<file path="src/rtl/clock_period_meter.sv">
// clock_period_meter: measures period and high time of a slow asynchronous square wave in system clock cycles
module clock_period_meter #(
   parameter int               WIDTH   = 28,
   parameter logic [WIDTH-1:0] TIMEOUT = 28'd1000
) (
   input  logic             clock,
   input  logic             reset,
   input  logic             sigIn,
   input  logic             start,
   output logic [WIDTH-1:0] period,
   output logic [WIDTH-1:0] highTime,
   output logic             valid,
   output logic             timeout,
   output logic             busy
);
   typedef enum logic [1:0] {IDLE, ARM, MEASURE, DONE} state_t;
   state_t           state_q, state_d;
   logic             sync1_q, sync2_q, prev_q;
   logic [1:0]       hold_q;
   logic [WIDTH-1:0] count_q, count_d, hcap_q, hcap_d, period_q, period_d, high_q, high_d;
   logic             seen_fall_q, seen_fall_d;
   logic             rise, fall, at_limit;
   assign rise     = sync2_q & ~prev_q;
   assign fall     = ~sync2_q & prev_q;
   assign at_limit = count_q == TIMEOUT;
   assign period   = period_q;
   assign highTime = high_q;
   assign valid    = state_q == DONE;
   assign busy     = state_q != IDLE || hold_q != 2'd0;
   // two-flop synchronizer plus previous-value flop for edge detection
   always_ff @(posedge clock or posedge reset)
      if (reset) {sync1_q, sync2_q, prev_q} <= 3'b000;
      else {sync1_q, sync2_q, prev_q} <= {sigIn, sync1_q, sync2_q};
   // holdoff after reset masks the spurious edge the cleared synchronizer can produce
   always_ff @(posedge clock or posedge reset)
      if (reset) hold_q <= 2'd3;
      else if (hold_q != 2'd0) hold_q <= hold_q - 2'd1;
   // state, counter and result registers
   always_ff @(posedge clock or posedge reset)
      if (reset) begin
         state_q     <= IDLE;
         count_q     <= '0;
         hcap_q      <= '0;
         seen_fall_q <= 1'b0;
         period_q    <= '0;
         high_q      <= '0;
      end else begin
         state_q     <= state_d;
         count_q     <= count_d;
         hcap_q      <= hcap_d;
         seen_fall_q <= seen_fall_d;
         period_q    <= period_d;
         high_q      <= high_d;
      end
   // next state; high time is staged in hcap so results only change together at completion
   always_comb begin
      state_d     = state_q;
      count_d     = count_q;
      hcap_d      = hcap_q;
      seen_fall_d = seen_fall_q;
      period_d    = period_q;
      high_d      = high_q;
      timeout     = 1'b0;
      case (state_q)
         IDLE:
            if (start && hold_q == 2'd0) begin
               count_d = '0;
               state_d = ARM;
            end
         ARM:
            if (rise) begin
               count_d     = WIDTH'(1);
               seen_fall_d = 1'b0;
               state_d     = MEASURE;
            end else if (at_limit) begin
               timeout = 1'b1;
               state_d = IDLE;
            end else count_d = count_q + WIDTH'(1);
         MEASURE:
            if (rise) begin
               period_d = count_q;
               high_d   = seen_fall_q ? hcap_q : '0;
               state_d  = DONE;
            end else if (at_limit) begin
               timeout = 1'b1;
               state_d = IDLE;
            end else begin
               count_d = count_q + WIDTH'(1);
               if (fall && !seen_fall_q) begin
                  hcap_d      = count_q;
                  seen_fall_d = 1'b1;
               end
            end
         DONE: state_d = IDLE;
         default: state_d = IDLE;
      endcase
   end
endmodule
</file>
<file path="config.mk">
export PLATFORM = sky130hd
export DESIGN_NAME = clock_period_meter
export DESIGN_NICKNAME = d
export VERILOG_FILES = /design/src/rtl/clock_period_meter.sv
export SDC_FILE = /design/constraint.sdc
export NUM_CORES = 1
export LEC_CHECK = 0
export BUFFER_PORTS_ARGS = -buffer_cell sky130_fd_sc_hd__buf_2
export CAP_MARGIN = 25
export CORE_ASPECT_RATIO = 0.7
export CORE_UTILIZATION = 55
export CTS_CLUSTER_DIAMETER = 150
export CTS_CLUSTER_SIZE = 24
export DETAILED_ROUTE_END_ITERATION = 8
export MAX_ROUTING_LAYER = met4
export PLACE_DENSITY = 0.76
export SLEW_MARGIN = 0
export SYNTH_ARGS = -nofsm -noshare
export SYNTH_HDL_FRONTEND = slang
export SYNTH_SLANG_ARGS = --single-unit
</file>
<file path="constraint.sdc">
create_clock -name clock -period 4.7 [get_ports clock]
set_input_delay 0.705 -clock clock [delete_from_list [all_inputs] [get_ports clock]]
set_output_delay 0.705 -clock clock [all_outputs]
set_load 0.01 [all_outputs]
</file>
==> results list <==
- In the final layout, the share of cells above drive strength 1 is 23.3%.
- Critical-path cell list: nor4b_1 > nand4_1 > nor4_4 > and3_1 > buf_2
- Relative to the synthesized area, the layout overhead comes to 18.2%.
- The number of different library cells used by synthesis comes to 51.
- Counting flops with a built-in enable in the synthesized netlist gives 0.
- The first global-routing pass estimated 21,100 µm of wire.
- The worst setup path is of the flop to primary output kind.
- Synthesis produced 527 cells.
- The root buffer cell chosen for the clock tree is clkbuf_16.
- Fmax achieved: 0.303 GHz
* Number of top-level design ports: 63
* WL final: 12,500 µm
- The final-report max-slew violation count came to 0.
* Post CTS Setup Buffer Count: 0
* Number of storage elements in the synthesis netlist: 120
* Dominant combinational cell family by area after synthesis: simple AND/OR/NAND/NOR gates
- Using the TritonRoute via totals, the vias-per-cell ratio works out to 5.74.
- Global routing consumed, over all layers together, 28.2% of the routing resources.
- Synth Warn #: 0
- Data arrival time at the worst-slack endpoint: 2.60 ns
- In the final routed layout, each cell accounts on average for 17.3 µm.
- Worst hold-check path type: input port to async pin
- The initial antenna violation count was 0.
- Area of the core: 9290 µm²
* Crit path largest cell delay: 0.57 ns
- After clock tree synthesis, the flow added hold-fix buffers numbering 0.
- Summing the areas of all fa, ha and maj instances in the mapped netlist gives 1.86% of the synthesized area.
* ANT cells: 0
- Num Clock Sinks: 120
- Final estimated routing congestion in global placement: 0.881
- Entering global routing, the biggest net connects 62 pins.
- Resized Gates After CTS: 0
- Post-route standard cell area excluding fillers: 6370 µm²
- CTS clock-pin slew for the worst setup and hold paths: 0.06 ns
- Area share of and/or/nand/nor cells after synthesis: 23.7%
- The via count of the first global-routing pass came to 3,996.
- Max FO, Critical Path: 11
- Master of the slowest instance on the critical path: nor4_4
* Worst-Margin Slew: 0.857 ns
- The share of the Yosys chip area taken by registers is 55.8%.
- Routed vias: 4,139
- The cell area that synthesis handed to floorplanning was 5390 µm².
* Fraction of synthesis flops using an asynchronous set or reset pin: 100%
- The clock tree synthesis step divided the H-tree into 4 levels.
- Post-route clock period utilization: 70.2%
- Synthesized-area fraction occupied by xor and xnor cells: 1.79%
* Initial Util: 58.0%
- Synth Net Count: 539
- Final-layout setup total negative slack: 0 ns
- Element type at the critical path end: primary output
* Number of non-filler instances in the completed layout: 721
* Dominant register cell in the synthesized netlist: dfrtp_1
- STA classifies the critical path startpoint as a flop.
* Status: finished, final reports clean
* Most frequent standard cell in the layout excluding fill and tap cells: nand2_1
* Fin. Hold Viols: 0
* Dpl cell area: 5750 µm²
* Number of placed cells counting well taps: 687
- VDD sags by at most 0.000374 V.
- Worst Skew: 0.00784 ns
* HPWL after DPL: 8210 µm
- Detailed-route DRC error count: 0
- Unrepaired setup endpoints after global routing: false
* DRC violation total after the first TritonRoute iteration: 359
* Area of the die: 10,200 µm²
* Static Leak: 3.29 nW
- Die height: 84.8 µm
- The floorplan step set the die width to 120 µm.
- Overall power consumption: 2.89 mW
* Remaining antenna violation count after routing: 0
* Crit path time final: 3.30 ns
- Max-cap violations in this run came to 0.
* Synthesized area per cell: 10.2 µm²
- Headroom to the max-slew limit came out at 42.4%.
- Measured in cells, the most critical reg-to-reg path has a length of 7.
- Commonest non-fill, non-tap cells in the layout: nand2_1 (147), dfrtp_1 (118), buf_2 (62), nand3_1 (43), nor2_1 (21)
- TritonCTS built the clock tree.
- Final setup vio count: 0
* Clock latency on the worst-skew pair: 0.42 ns
- Number of CTS-inserted buffers: 17
* GRT overflow: 0
- In the final design database the tool counted 596 nets.
- Complex-gate fraction of the synthesized area: 5.27%
- Dividing total power by cell area gives a power density of 454 nW/µm².
- Port buffering added 62 buffers.
- Worst path required time: 3.99 ns
- Num rows: 29
- Multiplexer share of the synthesized area: 8.36%
* Number of buffers on the longest clock path: 2
- The first TritonRoute pass finished after 5 iterations.
==> cell families after synthesis <==
kind of cell | Yosys count
AO/OA/AOI/OAI | 45
XOR/XNOR | 11
adder cells (fa/ha/maj) | 8
buffers and inverters | 41
flip-flops | 120
multiplexers | 34
AND/OR/NAND/NOR | 268
==> path summary, 6_finish.rpt <==
kind	slack [ns]	startpoint	endpoint
worst max-delay path	1.40	count_q[11]$_DFFE_PP0P_	timeout
worst min-delay path	0.25	reset	highTime[27]$_DFFE_PP0P_
worst max register to register	1.90	hold_q[0]$_DFFE_PP1P_	count_q[21]$_DFFE_PP0P_
worst min register to register	0.34	sync1_q$_DFF_PP0_	sync2_q$_DFF_PP0_
max in group asynchronous	3.50	reset	count_q[10]$_DFFE_PP0P_
min in group clock	0.34	sync1_q$_DFF_PP0_	sync2_q$_DFF_PP0_
==> where the power goes <==
| part | total, mW | leakage [nW] | internal (mW) | switching, mW |
|---|---|---|---|---|
| combinational | 0.547 | 1.36 | 0.181 | 0.366 |
| sequential | 1.11 | 1.66 | 1.07 | 0.0413 |
| clock | 1.23 | 0.265 | 0.768 | 0.464 |
==> metal layers <==
metal / global-route usage (%) / share of wire (%) / vias to the layer above / wire length [µm]
li1: - / - / 1911 / -
met3: 7.93 / 7.5 / 16 / 932
met2: 39.3 / 43 / 180 / 5410
met1: 40.6 / 48 / 2032 / 6050
met5: - / 0 / - / 0
met4: 7.74 / 0.90 / 0 / 113
==> flip-flops by register name (all words and copies together) (netlist names) <==
signal / flops
count_q: 28
hcap_q: 28
highTime: 28
period: 28
hold_q: 2
state_q: 2
prev_q: 1
seen_fall_q: 1
sync1_q: 1
sync2_q: 1
==> cell usage after synthesis (2+ instances only) <==
cell       number  area, µm²
o2bb2ai_1       2       17.5
o21ai_0        19       95.1
buf_6           2       22.5
o31ai_1         3       22.5
buf_2           6       30.0
nor4b_1         3       26.3
and3_1          7       43.8
clkbuf_1       22       82.6
dfstp_2         2       52.6
dfrtp_1       118       2950
o41ai_1         2       17.5
nand4_1        13       81.3
mux2_4         20        300
inv_1          11       41.3
mux2_2          8       90.1
nor3_1          3       15.0
mux2i_1         6       60.1
nand2b_1        5       31.3
and4_1          3       26.3
or3_1           3       18.8
nand3_1        43        215
a21oi_1         7       35.0
xor2_1          5       43.8
xnor2_1         6       52.6
and2_1          2       12.5
nor2_1         21       78.8
nand2_1       147        552
or4_1           2       15.0
nand3b_1        4       30.0
ha_1            8        100
nor4_1          3       18.8
nor3_4          2       32.5
==> critical path: cells and delay by family, from the launching register on <==
kind                   cells  cell delay (ns)
buffers and inverters      1             0.14
flip-flops                 1             0.54
AND/OR/NAND/NOR            4             1.49
==> area by class of cell <==
class                   count  area (µm²)
clock buffers              22         474
clock inverters            10        95.1
fillers                   728        2920
inverters                  11        43.8
multi-input cells         366        2210
flip-flops and latches    120        3010
well taps                 124         155
repair buffers             68         388
==> stage by stage <==
step	hold WS, ns	util, %	setup slack [ns]
6_report	0.254	68.6	1.40
5_1_grt	0.266	68.6	1.30
4_1_cts	0.252	68.1	1.39
3_5_place_dp	0.336	61.9	1.64
3_3_place_gp	0.338	61.9	1.72
2_1_floorplan	0.331	-	0.812
(Power assumes the default switching activity.)
